$ cat src/rtl/vga_timing_pkg.sv
`default_nettype none
// ============================================================================
// Module   : vga_timing_pkg
// Brief    : Video mode constants and width helpers for the display timing path.
// Revision : 1.0 - initial release
// ============================================================================
package vga_timing_pkg;

    // Current 200-column x 600-line mode (264 x 628 pixel clocks per frame)
    localparam int c_def_h_vis   = 200;
    localparam int c_def_h_fp    = 10;
    localparam int c_def_h_sync  = 32;
    localparam int c_def_h_bp    = 22;
    localparam int c_def_v_vis   = 600;
    localparam int c_def_v_fp    = 1;
    localparam int c_def_v_sync  = 4;
    localparam int c_def_v_bp    = 23;
    localparam bit c_def_h_pol   = 1'b1;
    localparam bit c_def_v_pol   = 1'b1;
    localparam int c_def_clk_div = 1;
    localparam int c_def_y_shift = 2;
    localparam int c_def_cw      = 2;
    localparam int c_def_pipe    = 1;

    // Industry 640x480 mode, negative syncs
    localparam int c_vga_h_vis  = 640;
    localparam int c_vga_h_fp   = 16;
    localparam int c_vga_h_sync = 96;
    localparam int c_vga_h_bp   = 48;
    localparam int c_vga_v_vis  = 480;
    localparam int c_vga_v_fp   = 10;
    localparam int c_vga_v_sync = 2;
    localparam int c_vga_v_bp   = 33;
    localparam bit c_vga_h_pol  = 1'b0;
    localparam bit c_vga_v_pol  = 1'b0;

    // Active sits in the LSB so a one-bit tap of the delay line picks it out.
    typedef struct packed {
        logic hs;
        logic vs;
        logic active;
    } sync_bits_t;

    function automatic int clog2_safe(input int value);
        return (value <= 1) ? 1 : $clog2(value);
    endfunction

    function automatic int mode_total(input int vis, input int fp, input int sync, input int bp);
        return vis + fp + sync + bp;
    endfunction

    localparam int c_def_h_total = mode_total(c_def_h_vis, c_def_h_fp, c_def_h_sync, c_def_h_bp);
    localparam int c_def_v_total = mode_total(c_def_v_vis, c_def_v_fp, c_def_v_sync, c_def_v_bp);

endpackage
`default_nettype wire

$ cat src/rtl/vga_timing_gen_sync_delay_line.sv
`default_nettype none
// ============================================================================
// Module   : sync_delay_line
// Brief    : Enabled shift register with async active-low clear and a low-bit tap.
// Revision : 1.0 - initial release
// ============================================================================
module sync_delay_line #(
    parameter int WIDTH     = 3,
    parameter int DEPTH     = 2,
    parameter int TAP_WIDTH = 1
) (
    input  logic                 clk,
    input  logic                 rst,
    input  logic                 i_en,
    input  logic [WIDTH-1:0]     i_data,
    output logic [TAP_WIDTH-1:0] o_tap,
    output logic [WIDTH-1:0]     o_data
);

    if (DEPTH < 1 || TAP_WIDTH < 1 || TAP_WIDTH > WIDTH) begin : g_bad_shape
        $error("sync_delay_line: DEPTH must be >= 1 and TAP_WIDTH within 1..WIDTH");
    end

    logic [DEPTH-1:0][WIDTH-1:0] r_stage_q;
    logic [DEPTH-1:0][WIDTH-1:0] w_stage_d;

    always_comb begin
        w_stage_d = r_stage_q;
        if (i_en) begin
            w_stage_d[0] = i_data;
            for (int i = 1; i < DEPTH; i++) begin
                w_stage_d[i] = r_stage_q[i-1];
            end
        end
    end

    always_ff @(posedge clk or negedge rst) begin
        if (!rst) begin
            r_stage_q <= '0;
        end else begin
            r_stage_q <= w_stage_d;
        end
    end

    assign o_data = r_stage_q[DEPTH-1];

    // The tap is the value that enters the last stage on the next enable.
    if (DEPTH == 1) begin : g_tap_input
        assign o_tap = i_data[TAP_WIDTH-1:0];
    end else begin : g_tap_stage
        assign o_tap = r_stage_q[DEPTH-2][TAP_WIDTH-1:0];
    end

endmodule
`default_nettype wire

$ cat src/rtl/vga_timing_gen.sv
`default_nettype none
// ============================================================================
// Module   : vga_timing_gen
// Brief    : Parametrised video timing, sync alignment and colour blanking stage.
// Revision : 1.0 - initial release
// ============================================================================
module vga_timing_gen
    import vga_timing_pkg::*;
#(
    parameter int H_VIS    = c_def_h_vis,
    parameter int H_FP     = c_def_h_fp,
    parameter int H_SYNC   = c_def_h_sync,
    parameter int H_BP     = c_def_h_bp,
    parameter int V_VIS    = c_def_v_vis,
    parameter int V_FP     = c_def_v_fp,
    parameter int V_SYNC   = c_def_v_sync,
    parameter int V_BP     = c_def_v_bp,
    parameter bit H_POL    = c_def_h_pol,
    parameter bit V_POL    = c_def_v_pol,
    parameter int CLK_DIV  = c_def_clk_div,
    parameter int Y_SHIFT  = c_def_y_shift,
    parameter int CW       = c_def_cw,
    parameter int PIPE_LAT = c_def_pipe
) (
    input  logic                                 clk,
    input  logic                                 rst,
    input  logic [3*CW-1:0]                      rgb_in,
    output logic [clog2_safe(H_VIS)-1:0]         x_out,
    output logic [clog2_safe(V_VIS)-Y_SHIFT-1:0] y_out,
    output logic                                 active,
    output logic                                 pix_en,
    output logic                                 frame_start,
    output logic                                 line_end,
    output logic                                 hsync,
    output logic                                 vsync,
    output logic [CW-1:0]                        r,
    output logic [CW-1:0]                        g,
    output logic [CW-1:0]                        b
);

    localparam int c_h_total = mode_total(H_VIS, H_FP, H_SYNC, H_BP);
    localparam int c_v_total = mode_total(V_VIS, V_FP, V_SYNC, V_BP);
    localparam int c_dw      = clog2_safe(CLK_DIV);
    localparam int c_hw      = clog2_safe(c_h_total);
    localparam int c_vw      = clog2_safe(c_v_total);
    localparam int c_xw      = clog2_safe(H_VIS);
    localparam int c_yw      = clog2_safe(V_VIS) - Y_SHIFT;

    localparam logic [c_dw-1:0] c_div_last = c_dw'(CLK_DIV - 1);
    localparam logic [c_hw-1:0] c_h_last   = c_hw'(c_h_total - 1);
    localparam logic [c_hw-1:0] c_h_vis    = c_hw'(H_VIS);
    localparam logic [c_hw-1:0] c_hs_start = c_hw'(H_VIS + H_FP);
    localparam logic [c_hw-1:0] c_hs_end   = c_hw'(H_VIS + H_FP + H_SYNC);
    localparam logic [c_vw-1:0] c_v_last   = c_vw'(c_v_total - 1);
    localparam logic [c_vw-1:0] c_v_vis    = c_vw'(V_VIS);
    localparam logic [c_vw-1:0] c_vs_start = c_vw'(V_VIS + V_FP);
    localparam logic [c_vw-1:0] c_vs_end   = c_vw'(V_VIS + V_FP + V_SYNC);

    if (H_FP < 1 || H_SYNC < 1 || H_BP < 1 || V_FP < 1 || V_SYNC < 1 || V_BP < 1
        || CLK_DIV < 1) begin : g_bad_timing
        $error("vga_timing_gen: porch/sync widths and CLK_DIV must all be >= 1");
    end
    if (Y_SHIFT < 0 || Y_SHIFT >= clog2_safe(V_VIS)) begin : g_bad_yshift
        $error("vga_timing_gen: Y_SHIFT must be below clog2(V_VIS)");
    end
    if (PIPE_LAT < 0 || PIPE_LAT > 7) begin : g_bad_pipe
        $error("vga_timing_gen: PIPE_LAT must be within 0..7");
    end

    logic [c_dw-1:0] r_div_cnt_q, w_div_cnt_d;
    logic            r_pix_en_q,  w_pix_en_d;
    logic            r_run_q,     w_run_d;
    logic [c_hw-1:0] r_h_cnt_q,   w_h_cnt_d;
    logic [c_vw-1:0] r_v_cnt_q,   w_v_cnt_d;
    logic [3*CW-1:0] r_rgb_q,     w_rgb_d;

    logic            w_h_last;
    logic            w_v_last;
    logic            w_live;
    logic            w_hs_raw;
    logic            w_vs_raw;
    logic            w_gate_active;
    sync_bits_t      w_raw;
    sync_bits_t      w_final;

    assign w_h_last = (r_h_cnt_q == c_h_last);
    assign w_v_last = (r_v_cnt_q == c_v_last);

    // pix_en is registered so it is low in reset and first rises CLK_DIV clocks after release.
    always_comb begin
        w_div_cnt_d = (r_div_cnt_q == c_div_last) ? '0 : r_div_cnt_q + 1'b1;
        w_pix_en_d  = (r_div_cnt_q == c_div_last);
        w_run_d     = r_run_q | r_pix_en_q;
        w_h_cnt_d   = r_h_cnt_q;
        w_v_cnt_d   = r_v_cnt_q;
        if (r_pix_en_q) begin
            if (w_h_last) begin
                w_h_cnt_d = '0;
                w_v_cnt_d = w_v_last ? '0 : r_v_cnt_q + 1'b1;
            end else begin
                w_h_cnt_d = r_h_cnt_q + 1'b1;
            end
        end
    end

    always_comb begin
        w_rgb_d = r_rgb_q;
        if (r_pix_en_q) begin
            w_rgb_d = w_gate_active ? rgb_in : '0;
        end
    end

    always_ff @(posedge clk or negedge rst) begin
        if (!rst) begin
            r_div_cnt_q <= '0;
            r_pix_en_q  <= 1'b0;
            r_run_q     <= 1'b0;
            r_h_cnt_q   <= '0;
            r_v_cnt_q   <= '0;
            r_rgb_q     <= '0;
        end else begin
            r_div_cnt_q <= w_div_cnt_d;
            r_pix_en_q  <= w_pix_en_d;
            r_run_q     <= w_run_d;
            r_h_cnt_q   <= w_h_cnt_d;
            r_v_cnt_q   <= w_v_cnt_d;
            r_rgb_q     <= w_rgb_d;
        end
    end

    // Counters sit at (0,0) in reset; active stays low until the first pixel strobe.
    assign w_live   = r_run_q | r_pix_en_q;
    assign active   = w_live && (r_h_cnt_q < c_h_vis) && (r_v_cnt_q < c_v_vis);
    assign w_hs_raw = (r_h_cnt_q >= c_hs_start) && (r_h_cnt_q < c_hs_end);
    assign w_vs_raw = (r_v_cnt_q >= c_vs_start) && (r_v_cnt_q < c_vs_end);

    assign x_out       = active ? c_xw'(r_h_cnt_q) : '0;
    assign y_out       = active ? c_yw'(r_v_cnt_q >> Y_SHIFT) : '0;
    assign pix_en      = r_pix_en_q;
    assign frame_start = r_pix_en_q && (r_h_cnt_q == '0) && (r_v_cnt_q == '0);
    assign line_end    = r_pix_en_q && w_h_last;

    assign w_raw = {w_hs_raw, w_vs_raw, active};

    sync_delay_line #(
        .WIDTH     ($bits(sync_bits_t)),
        .DEPTH     (PIPE_LAT + 1),
        .TAP_WIDTH (1)
    ) u_sync_delay (
        .clk    (clk),
        .rst    (rst),
        .i_en   (r_pix_en_q),
        .i_data (w_raw),
        .o_tap  (w_gate_active),
        .o_data (w_final)
    );

    assign hsync = w_final.hs ? H_POL : ~H_POL;
    assign vsync = w_final.vs ? V_POL : ~V_POL;

    // Colour and final active describe the same pixel; masking again keeps blanking exact.
    assign {r, g, b} = w_final.active ? r_rgb_q : '0;

endmodule
`default_nettype wire

$ cat config.mk
export PLATFORM = sky130hd
export DESIGN_NAME = vga_timing_gen
export DESIGN_NICKNAME = d
export VERILOG_FILES = /design/src/rtl/vga_timing_pkg.sv /design/src/rtl/vga_timing_gen_sync_delay_line.sv /design/src/rtl/vga_timing_gen.sv
export SDC_FILE = /design/constraint.sdc
export NUM_CORES = 1
export LEC_CHECK = 0
export CAP_MARGIN = 10
export CORE_ASPECT_RATIO = 1.1
export CORE_MARGIN = 2
export CORE_UTILIZATION = 45
export DETAILED_ROUTE_END_ITERATION = 10
export DONT_BUFFER_PORTS = 1
export GPL_TIMING_DRIVEN = 0
export SLEW_MARGIN = 0
export SYNTH_ARGS = -nofsm -noshare
export SYNTH_HDL_FRONTEND = slang
export SYNTH_SLANG_ARGS = --single-unit
$ cat constraint.sdc
create_clock -name clk -period 2.3 [get_ports clk]
set_clock_uncertainty 0.2 [all_clocks]
set_input_delay 0.23 -clock clk [delete_from_list [all_inputs] [get_ports clk]]
set_output_delay 0.23 -clock clk [all_outputs]
set_load 0.005 [all_outputs]
==> impl.org, run 1 <==
** Outcome
- The run finished with clean final reports.

** Setup path
- STA classifies the critical path endpoint as an output pin.
- Critical path data required time :: 1870 ps
- Startpoint types :: flip-flop
- Of all nets on the critical path, the largest fanout is 7.
- The critical path is of the reg -> out type.
- At the worst endpoint, the arrival time is 1850 ps.

** Placed design
- GP Congestion :: 0.849
- Detailed placer's ending HPWL :: 2.72 mm
- Worst setup slack after placement :: -394 ps
- Number of input and output port buffers inserted :: 0

** Detailed routing
- Average vias per placed instance :: 5.32
- Post-detailed-routing wire length :: between 4 and 5 mm
- Total via count in the routed design :: roughly 1400
- The pre-antenna-repair detailed-routing pass consisted of 4 iterations.
- In this run the remaining antenna-violating nets after routing total 0.
- Dividing the detail-routed wire length by the instance count gives 15.0 µm.
- In the routed design, unresolved DRC markers number 0.
- The first routing iteration left 54 violations.

** Floorplan
- The floorplan has 24 rows.
- Horiz. Die Dim :: 64.8 µm
- Full die area :: 4590 µm²
- The initial utilization of the core area, before any placement, comes to 0.465.
- The total area inside the core boundary comes to 3930 µm².
- In this run the vertical extent of the chip is between 70 and 80 µm.
- Total I/O pin count :: 36

** STA
- Number of hold-slack violations in the final timing report :: 0
- Worst slew margin relative to its limit :: 0.592
- On the final layout, the worst hold slack is 191 ps.
- After layout, the minimum clock period comes to 2280 ps.
- Setup slack on the critical path of the routed design comes to 16.9 ps.
- Timing would allow up to 438 MHz.
- Final Max Slew Viols :: 0
- Setup violations remaining at the end of the flow were counted as 0.
- Final cycle utilization of the critical path :: 0.993
- Slew of the pin with the lowest slew margin :: 604 ps
- Setup repair after global routing could not meet its margin everywhere.

** Pwr
- Largest vdd supply drop :: 0.262 mV
- Final total power :: 1.44 mW
- For this design the ratio of total power to cell area is 678 nW/µm².
- Leakage power figure :: 0.948 nW

** GRT
- The initial antenna violation count was 0.
- For this run, the total global-route usage over all layers was measured as 0.187.
- The first global-routing pass estimated 6.61 mm of wire.
- For this run the aggregate overflow at the end of global routing stands at 0.
- Largest net degree at the start of global routing :: 34
- Via count of the first global-routing pass :: 1447

** Yosys
- The cell count after synthesis came out at 195.
- Fraction of synthesized cell area taken by the top area cell type :: 0.452
- After synthesis the netlist holds a flip-flop and latch count of 33.
- Most frequent cell after synthesis :: dfrtp_1
- By area the synthesized netlist is led by dfrtp_1 45%, and2_1 7.2%, nand2_1 3.7%.
- Summing every instance area after synthesis gives 1830 µm².
- Cell types with the highest counts after synthesis :: 33 x dfrtp_1, 21 x and2_1, 18 x nand2_1, 15 x inv_1, 13 x o21ai_0
- For this run, the register share of the synthesized area comes to 0.452.
- Yosys mapped a number of flops with a built-in enable equal to 0.
- Synthesis produced a netlist with a net count of 208.
- In this run the mean area of a mapped cell was 9.37 µm².
- Of all cell types, the one taking the most synthesized area is dfrtp_1.
- Fraction of registers with async set or reset after synthesis :: 1.00
- Yosys mapped the design onto 40 distinct sky130hd cell types.
- Top FF cell, synth :: dfrtp_1
- Yosys printed 0 warnings.

** Cells and area
- Share of post-route cells with drive strength above 1 :: 0.167
- The final layout contains between 200 and 250 nets.
- The number of antenna diodes in the final layout is 0.
- From synthesis to final layout, the design area changed by 16.0%.

** Clock tree
- Skew-Pair Late Insertion Delay :: 280 ps
- Depth of the CTS H-tree :: 2
- Num CTS Buffers :: 5
- No sink is reached through more buffers than the 2 on the longest clock path.
- Clock-pin slew on the worst setup and hold paths :: 70 ps
- CTS saw 33 sinks.
- Clock tree from TritonCTS :: built
- Clock tree synthesis selected as its root buffer the cell clkbuf_8.

** Job
- Across the run, the number of max-cap violations was 0.

** Worst hold path
- The path class of the tightest hold or removal check is in -> async.
logic make-up (layout without fill, tap and decap cells):
kind of cell / count (synthesis) / in the layout / share of synthesized area
AOI/OAI and AO/OA: 27 / 27 / 0.0814
xor gates and xnor gates: 10 / 10 / 0.0479
adders and majority gates: 5 / 5 / 0.0342
buffers and inverters: 25 / 46 / 0.0671
DFF: 33 / 33 / 0.452
muxes: 6 / 6 / 0.0390
other: 1 / 1 / 0.00205
and+or+nand+nor: 88 / 88 / 0.277
placed cells by master, fill, tap and decap left out, types with 4 or more instances in the layout:
cell type       n
a21oi_1         7
and2_1         21
buf_4           8
clkbuf_1        4
clkbuf_8        5
dfrtp_1        31
dlygate4sd3_1   7
ha_1            5
inv_1          15
mux2_2          5
nand2_1        18
nand2b_1        5
nand3_1         7
nand4_1         4
nor2_1          8
nor3_1          4
o21ai_0        13
o22ai_1         4
xnor2_1         4
xor2_1          6
report_power, final:
| group | switching (mW) | internal [mW] |
|---|---|---|
| Sequential | 0.0670 | 0.642 |
| Clock | 0.221 | 0.209 |
| Combinational | 0.160 | 0.139 |
| Total | 0.448 | 0.990 |
timing repair:
| item | CTS | global route |
|---|---|---|
| gates cloned | 1 | 1 |
| setup endpoints to repair | 20 | 20 |
| hold endpoints to repair | 39 | 0 |
| pin swaps | 1 | 1 |
| buffers inserted | 5 | 2 |
| gates resized for setup | 3 | 5 |
| hold buffers | 8 | 0 |
area by class of cell:
| class | count | area, µm² |
|---|---|---|
| Multi-Input combinational cell | 137 | 890 |
| Fill cell | 374 | 1810 |
| Tap cell | 52 | 65.1 |
| Sequential cell | 33 | 828 |
| Buffer | 5 | 22.5 |
| Timing Repair Buffer | 16 | 148 |
| Clock buffer | 5 | 68.8 |
| Timing Repair inverter | 1 | 8.76 |
| Inverter | 16 | 72.6 |
| Clock inverter | 3 | 17.5 |
worst paths after layout:
check	start	endpoint	slack, ps	cells past startpoint
hold / removal	rst	r_h_cnt_q[1]$_DFFE_PN0P_	190	2
setup reg to reg	r_h_cnt_q[4]$_DFFE_PN0P_	r_v_cnt_q[2]$_DFFE_PN0P_	80	5
min in group clk	r_run_q$_DFF_PN0_	r_run_q$_DFF_PN0_	270	1
setup / recovery	r_h_cnt_q[4]$_DFFE_PN0P_	line_end	20	3
hold reg to reg	r_run_q$_DFF_PN0_	r_run_q$_DFF_PN0_	270	1
max in group asynchronous	rst	r_h_cnt_q[4]$_DFFE_PN0P_	1530	2
per-stage QoR:
| stage | TNS (ps) | util | cell area [µm²] | cells |
|---|---|---|---|---|
| detailed placement | -3930 | 0.481 | 1890 | 247 |
| CTS | -54.8 | 0.536 | 2110 | 267 |
| global route | -35.9 | 0.539 | 2120 | 268 |
| global placement | -2720 | 0.481 | 1890 | 247 |
| finish | 0 | 0.539 | 2120 | 268 |
| floorplan | 0 | - | 1830 | 195 |
per-layer routing:
layer / track usage / vias up / wire length [µm]
li1: - / 692 / -
met1: 0.217 / 687 / 1700
met2: 0.326 / 39 / 2020
met3: 0.0461 / 9 / 211
met4: 0.0780 / 0 / 87
met5: 0 / - / 0
critical path, cell delays in order (launching register included):
cell	delay [ps]
dfrtp_2	460
or4_4	490
or4_4	510
clkinv_8	100
state kept, by name, summed over array words and instances (netlist names):
| name | count |
|---|---|
| pix_en | 1 |
| r_rgb_q | 6 |
| r_h_cnt_q | 9 |
| u_sync_delay.o_tap | 1 |
| r_v_cnt_q | 10 |
| u_sync_delay.o_data | 3 |
| r_run_q | 1 |
| u_sync_delay.r_stage_q | 2 |
(Power assumes the default switching activity.)
==> inputs of run 2 (changes only) <==
clock period = 2.4 ns   (was 2.3 ns; I/O delays follow)
==> run 2 against run 1 <==
Net effect:
- clock power grew 46%
- clock-buffer cell count stayed put
- sequential share of layout area down 1.4 points
- worst hold slack better by 18 ps
- via count up 2.2%
- non-clock buffer count increased by 4
- critical path type unchanged
- register-to-register slack worse by 50 ps
- die area stayed put
- combinational power grew 5%
==> impl.org, run 2 (synthesized netlist as in run 1, its figures left out) <==
** STA
- For the finished layout, the period the worst path requires is 2390 ps.
- RSZ-0062 raised after global routing :: yes
- Final cycle utilization of the critical path :: 0.996
- Slew of the pin with the lowest slew margin :: 622 ps (+17.5 ps)
- The total setup violations reported at the end of the flow was 0 (unchanged).
- Summed negative setup slack over all endpoints :: 0 ps (unchanged)
- Worst slew margin relative to its limit :: 0.580 (-0.0118)
- Highest clock rate :: 418 MHz
- Final Max Slew Viols :: 0 (unchanged)
- Number of hold-slack violations in the final timing report :: 0 (unchanged)

** Setup path
- The setup path with the least slack is of type reg -> out.
- Worst EP arrival :: 1950 ps (+100 ps)
- Number of cells on the worst reg-to-reg path :: 5 (unchanged)
- Max incr delay on CP :: 600 ps (+90 ps)
- Among all stages on the critical path, the largest delay is contributed by or4_4.
- Startpoint types :: flip-flop
- The critical path data required time came to 1960 ps (+90 ps).
- Crit path max fanout :: 5 (-2)
- Buf+Inv Stages, Crit Path :: 1 (unchanged)
- R2R setup slack :: 30 ps (-50 ps)
- Cell family contributing the most delay on the critical path :: simple AND/OR/NAND/NOR gates
- Critical Path End Type :: output pin
- Cell type with the highest occurrence count on the critical path :: or4_4
- CP Cell Sequence :: or4_4, or4_4, clkinv_8
- Critical register-to-register path endpoint :: r_v_cnt_q[7]$_DFFE_PN0P_
- Beginning of the worst register-to-register path :: r_h_cnt_q[5]$_DFFE_PN0P_

** Detailed routing
- Total via count in the routed design :: 1459 (+2.2%)
- The routed length per instance came to 14.8 µm (-0.93%).
- Post-detailed-routing wire length :: 4.03 mm (+0.55%)
- Total iterations of the first detailed-routing run :: 4 (unchanged)
- Total DRC errors in the routed layout :: 0 (unchanged)
- The iteration-0 DRC count of the detailed router is 123 (+130%).
- Average vias per placed instance :: 5.36 (+0.74%)
- The remaining antenna violation count came to 0 (unchanged).

** Floorplan
- The starting utilization of the core area came to 0.465 (unchanged).
- The core area came to 3930 µm² (unchanged).
- The total die area was 4590 µm² (unchanged).
- Row Count :: 24 (unchanged)
- Total I/O pin count :: 36 (unchanged)
- Die Height :: 70.8 µm (unchanged)
- The x dimension of the die was 64.8 µm (unchanged).

** GRT
- The global-route wire length before repair came to 6.68 mm (+1.0%).
- Largest net degree at the start of global routing :: 34 (unchanged)
- The aggregate global routing overflow was 0 (unchanged).
- The via count of the first global-routing pass is 1438 (-0.62%).
- The all-layer global routing usage is 0.191 (+0.00421).
- Number of antenna violations at the first check in global routing :: 0 (unchanged)

** Pwr
- The reported leakage power was 1.01 nW (+6.1%).
- Final total power :: 1.62 mW (+12%)
- The power density of the placed cells came to 735 nW/µm² (+8.5%).
- The worst voltage drop across the vdd grid came to 0.376 mV (+44%).

** Clock tree
- Sink Count :: 33 (unchanged)
- The clock edge transition at the registers on the reported setup and hold paths is 70 ps (about the same).
- Depth of the CTS H-tree :: 2 (unchanged)
- Clock root buffer :: clkbuf_8
- Clock tree from TritonCTS :: built
- The CTS buffer count is 5 (unchanged).
- CTS Buffer Depth :: 2 (unchanged)
- Skew-Pair Late Insertion Delay :: 290 ps (about the same)

** Cells and area
- Fin nets :: 232 (+1.8%)
- Biggest regs :: r_v_cnt_q: 10 flops, r_h_cnt_q: 9 flops, r_rgb_q: 6 flops
- Relative area change from synthesis to final layout :: 20.3%
- Number of fill cells :: 351 (-6.1%)
- The library cells used most frequently in the layout, excluding fill and tap cells, are 31 x dfrtp_1, 21 x and2_1, 18 x nand2_1.
- Flip-flop count of the largest register after layout :: 10 (unchanged)
- The share of post-route cells with drive strength above 1 came to 0.173 (+0.00606).
- Most common cell after layout, fill and taps aside :: dfrtp_1
- The number of antenna diodes was 0 (unchanged).
- Register name with the most flops :: r_v_cnt_q

** Placed design
- Number of input and output port buffers inserted :: 0 (unchanged)
- Detailed placer's ending HPWL :: 2.75 mm (+0.88%)
- GP Congestion :: 0.846 (-0.34%)

** Worst hold path
- In this run the worst hold path is classified as in -> async.

** Outcome
- The run finished with clean final reports.

** Job
- Max Cap Violations :: 0 (unchanged)
==> run 2: how the worst max path moves through the flow <==
stage | start | to | depth (start not counted)
after floorplan | r_h_cnt_q[3]$_DFFE_PN0P_ | r_v_cnt_q[2]$_DFFE_PN0P_ | 7
after global placement | r_v_cnt_q[3]$_DFFE_PN0P_ | y_out[2] | 6
after detailed placement | r_v_cnt_q[3]$_DFFE_PN0P_ | y_out[5] | 6
after CTS | r_h_cnt_q[3]$_DFFE_PN0P_ | line_end | 4
after global routing | r_h_cnt_q[5]$_DFFE_PN0P_ | line_end | 3
final | r_h_cnt_q[5]$_DFFE_PN0P_ | line_end | 3
==> run 2: per-stage QoR <==
| stage | hold slack (ps) | cell area (µm²) | setup WS, ps | util | instances |
|---|---|---|---|---|---|
| floorplan | -256 | 1830 | 22.9 | - | 195 |
| global placement | -255 | 1890 | -193 | 0.481 | 247 |
| detailed placement | -255 | 1890 | -238 | 0.481 | 247 |
| CTS | 198 | 2140 | 8.06 | 0.543 | 265 |
| global route | 219 | 2200 | -33.2 | 0.559 | 272 |
| finish | 209 | 2200 | 8.52 | 0.559 | 272 |
==> run 2: timing repair <==
item	in CTS	in global routing
resized for setup	2	4
endpoints found under the hold margin	39	0
pin swaps	2	2
setup buffers	4	6
cloned	0	1
hold buffers	8	0
setup endpoints to repair	20	11
==> run 2: layout make-up <==
class	instances	area [µm²]	area share
Multi-Input combinational cell	137	891	0.405
Inverter	16	72.6	0.0330
Timing Repair Buffer	18	165	0.0751
Sequential cell	33	828	0.377
Tap cell	52	65.1	0.0296
Clock buffer	5	68.8	0.0313
Timing Repair inverter	1	8.76	0.00398
Clock inverter	3	65.1	0.0296
Buffer	7	35.0	0.0159
==> run 2: power by group <==
group          internal [mW]  total (mW)  switching, mW
Clock                  0.413       0.628          0.216
Sequential             0.615       0.675         0.0596
Combinational          0.155       0.314          0.160
==> run 2: routing by layer <==
| metal | vias up | global-route usage | routed length [µm] |
|---|---|---|---|
| li1 | 704 | - | - |
| met1 | 699 | 0.230 | 1710 |
| met2 | 49 | 0.322 | 2040 |
| met3 | 7 | 0.0509 | 220 |
| met4 | 0 | 0.0804 | 55 |
| met5 | - | 0 | 0 |
==> inputs of run 3 (changes only) <==
CORE_ASPECT_RATIO = 1.5   (was 1.1)
CTS_BUF_LIST = sky130_fd_sc_hd__clkbuf_4   (was unset)
CTS_CLUSTER_SIZE = 16   (was unset)
==> run 3 against run 2 <==
Net effect:
- final area fell by 3.9%
- worst hold slack lost 70 ps
- power down 13%
- clock power decreased by 34%
- sequential cell count unchanged
- setup slack improved by 46 ps
- largest cell class unchanged
==> impl.org, run 3 (synthesized netlist as in run 1, its figures left out) <==
** Outcome
- Result of the run :: finished clean

** Pwr
- Relative contribution of the clock network to total power :: 0.295 (-0.093)
- The total chip power came to 1.41 mW (-13%).
- The worst voltage drop across the vdd grid came to 0.607 mV (+62%).
- The power density of the placed cells was 666 nW/µm² (-9.4%).
- Cell-internal power :: 0.995 mW (-16%)
- The sequential share of power is 0.478 (+0.061).
- Net load switching power :: 0.413 mW (-5.1%)
- The portion of total power attributed to combinational logic came to 0.227 (+0.033).
- Leakage power figure :: 0.961 nW (-4.5%)
- Sw Share :: 0.293 (+0.0243)

** Detailed routing
- The remaining antenna violation count came to 0 (unchanged).
- Total via count in the routed design :: 1446 (-0.89%)
- The number of optimization iterations in the first detailed-route pass is 4 (unchanged).
- Routed WL per cell :: 16.1 µm (+8.3%)
- Post-detailed-routing wire length :: 4.21 mm (+4.3%)
- The number of vias per cell after detailed routing is 5.52 (+2.9%).
- The DRC violation count after routing is 0 (unchanged).
- Detailed router's first-iteration violation count :: 49 (-60%)

** Floorplan
- The starting utilization of the core area was 0.466 (+0.00119).
- The x dimension of the die was 56.0 µm (-13%).
- The vertical die dimension came to 82.1 µm (+16%).
- The total die area is 4600 µm² (+0.22%).
- The total number of placement rows is 28 (+17%).
- The core area came to 3920 µm² (-0.25%).
- Total I/O pin count :: 36 (unchanged)

** GRT
- The aggregate global routing overflow is 0 (unchanged).
- The pin count of the biggest net entering global routing is 34 (unchanged).
- Met2 routing resource usage after global routing :: 0.376 (+0.0546)
- The met1 capacity usage during global routing was 0.219 (-0.0114).
- Wire length of the first global-routing pass :: 7.10 mm (+6.3%)
- Number of antenna violations at the first check in global routing :: 0 (unchanged)
- Via count of the first global-routing pass :: 1510 (+5.0%)
- Peak-usage layer in the global routing report :: met2
- The global-route met3 utilization was 0.0441 (-0.00678).
- GRT Resource Usage Total :: 0.202 (+0.0112)

** Setup path
- The critical path data required time is 1960 ps (about the same).
- The setup slack of the most critical reg-to-reg path was 60 ps (+30 ps).
- Critical register-to-register path endpoint :: r_v_cnt_q[7]$_DFFE_PN0P_
- CP Cell Sequence :: or4_4, or4_4, clkinv_8
- Crit path max fanout :: 7 (+2)
- Critical path type :: reg -> out
- Startpoint types :: flip-flop
- Slowest cell on the critical path :: or4_4
- The cell count of the worst reg-to-reg path was 5 (unchanged).
- Cell type with the highest occurrence count on the critical path :: or4_4
- Max incr delay on CP :: 510 ps (-90 ps)
- Beginning of the worst register-to-register path :: r_h_cnt_q[4]$_DFFE_PN0P_
- Critical Path End Type :: output pin
- Worst EP arrival :: 1910 ps (-40 ps)

** Cells and area
- The final cell count without fillers was 262 (-3.7%).
- The design area came to 2110 µm² (-3.9%).
- Fin nets :: 229 (-1.3%)
- The number of antenna diodes was 0 (unchanged).
- The flip-flop count of the largest register after layout came to 10 (unchanged).
- The largest registers in the layout are r_v_cnt_q: 10 flops, r_h_cnt_q: 9 flops, r_rgb_q: 6 flops.
- Commonest non-fill, non-tap cells in the layout :: 32 x dfrtp_1, 21 x and2_1, 18 x nand2_1
- Share of post-route cells with drive strength above 1 :: 0.161 (-0.0114)
- The utilization of the core after routing is 0.539 (-0.0206).
- Compared with the post-synthesis result, the final layout area differs by 15.6%.
- Ranked by flip-flop count, first place goes to r_v_cnt_q.
- Most common cell after layout, fill and taps aside :: dfrtp_1

** Clock tree
- The clock network latency to the later pin of the worst-skew pair came to 330 ps (+40 ps).
- The tree is rooted in a clkbuf_4.
- TritonCTS built the clock tree.
- Clock-pin slew on the worst setup and hold paths :: 110 ps (+40 ps)
- The depth of the CTS H-tree came to 2 (unchanged).
- The deepest clock path buffer count is 2 (unchanged).
- Num CTS Buffers :: 5 (unchanged)
- The sink count of the clock tree is 33 (unchanged).

** STA
- Setup violations, final :: 0 (unchanged)
- Summed negative setup slack over all endpoints :: 0 ps (unchanged)
- Worst slew margin relative to its limit :: 0.574 (-0.00608)
- The final count of pins violating max slew came to 0 (unchanged).
- Highest clock rate :: 426 MHz (+1.9%)
- The portion of the clock cycle consumed by the worst path in the final layout came to 0.977 (-0.0190).
- The post-layout worst setup margin was 54.1 ps (+45.5 ps).
- The smallest hold slack came to 139 ps (-69.7 ps).
- Slew of the pin with the lowest slew margin :: 631 ps (+9.00 ps)
- The clock period minus worst slack came to 2350 ps (-45.5 ps).
- Number of hold-slack violations in the final timing report :: 0 (unchanged)

** Placed design
- The pre-CTS setup slack is -251 ps (-13.4 ps).
- GP Congestion :: 0.957 (+13%)
- The cell count after placement is 240 (-2.8%).
- Standard cell area after detailed placement :: 1880 µm² (-0.46%)
- The number of I/O port buffers was 0 (unchanged).
- Detailed placer's ending HPWL :: 2.86 mm (+4.2%)

** Job
- Max Cap Violations :: 0 (unchanged)

** Worst hold path
- The tightest min-delay check is of the in -> async type.
-- run 3: metal layers --
layer | vias up | part of all wire
met5 | - | 0
met1 | 705 | 0.40
met2 | 38 | 0.53
met4 | 0 | 0.025
met3 | 9 | 0.048
li1 | 694 | -
-- run 3: repair_timing --
action | CTS | global route
pin swaps | 3 | 0
hold buffers | 8 | 0
endpoints found under the setup margin | 20 | 18
buffers inserted | 5 | 3
cloned | 1 | 0
hold endpoints to repair | 39 | 0
resized for setup | 2 | 6
-- run 3: cell type report --
cell class,count,area [µm²]
clock buffer,6,45.0
fill,365,1810
inverter,16,72.6
timing repair inverter,1,8.76
tap,45,56.3
timing repair buffer,16,150
multi-input combinational,137,885
buffer,6,35.0
sequential,33,827
clock inverter,2,33.8
-- run 3: power by group through the flow --
stage	clock, mW	sequential (mW)	combinational (mW)
6_report	0.416	0.673	0.319
5_1_grt	0.459	0.680	0.356
4_1_cts	0.428	0.681	0.279
3_5_place_dp	0	0.677	0.258
3_3_place_gp	0	0.673	0.250
2_1_floorplan	0	0.660	0.216
-- run 3: critical path: cells and delay by family (launching register included) --
kind / cells / cell delay, ps
AND/OR/NAND/NOR: 2 / 1010
buffers and inverters: 1 / 90
flip-flops: 1 / 470
-- run 3: how the worst max path moves through the flow --
stage,from,to,slack [ps],cells past startpoint
after CTS,r_h_cnt_q[5]$_DFFE_PN0P_,line_end,7,3
after floorplan,r_h_cnt_q[3]$_DFFE_PN0P_,r_v_cnt_q[2]$_DFFE_PN0P_,20,7
after global placement,r_v_cnt_q[3]$_DFFE_PN0P_,y_out[4],-210,6
final,r_h_cnt_q[4]$_DFFE_PN0P_,line_end,50,3
after detailed placement,r_v_cnt_q[3]$_DFFE_PN0P_,y_out[5],-250,6
after global routing,r_h_cnt_q[3]$_DFFE_PN0P_,y_out[5],-30,7
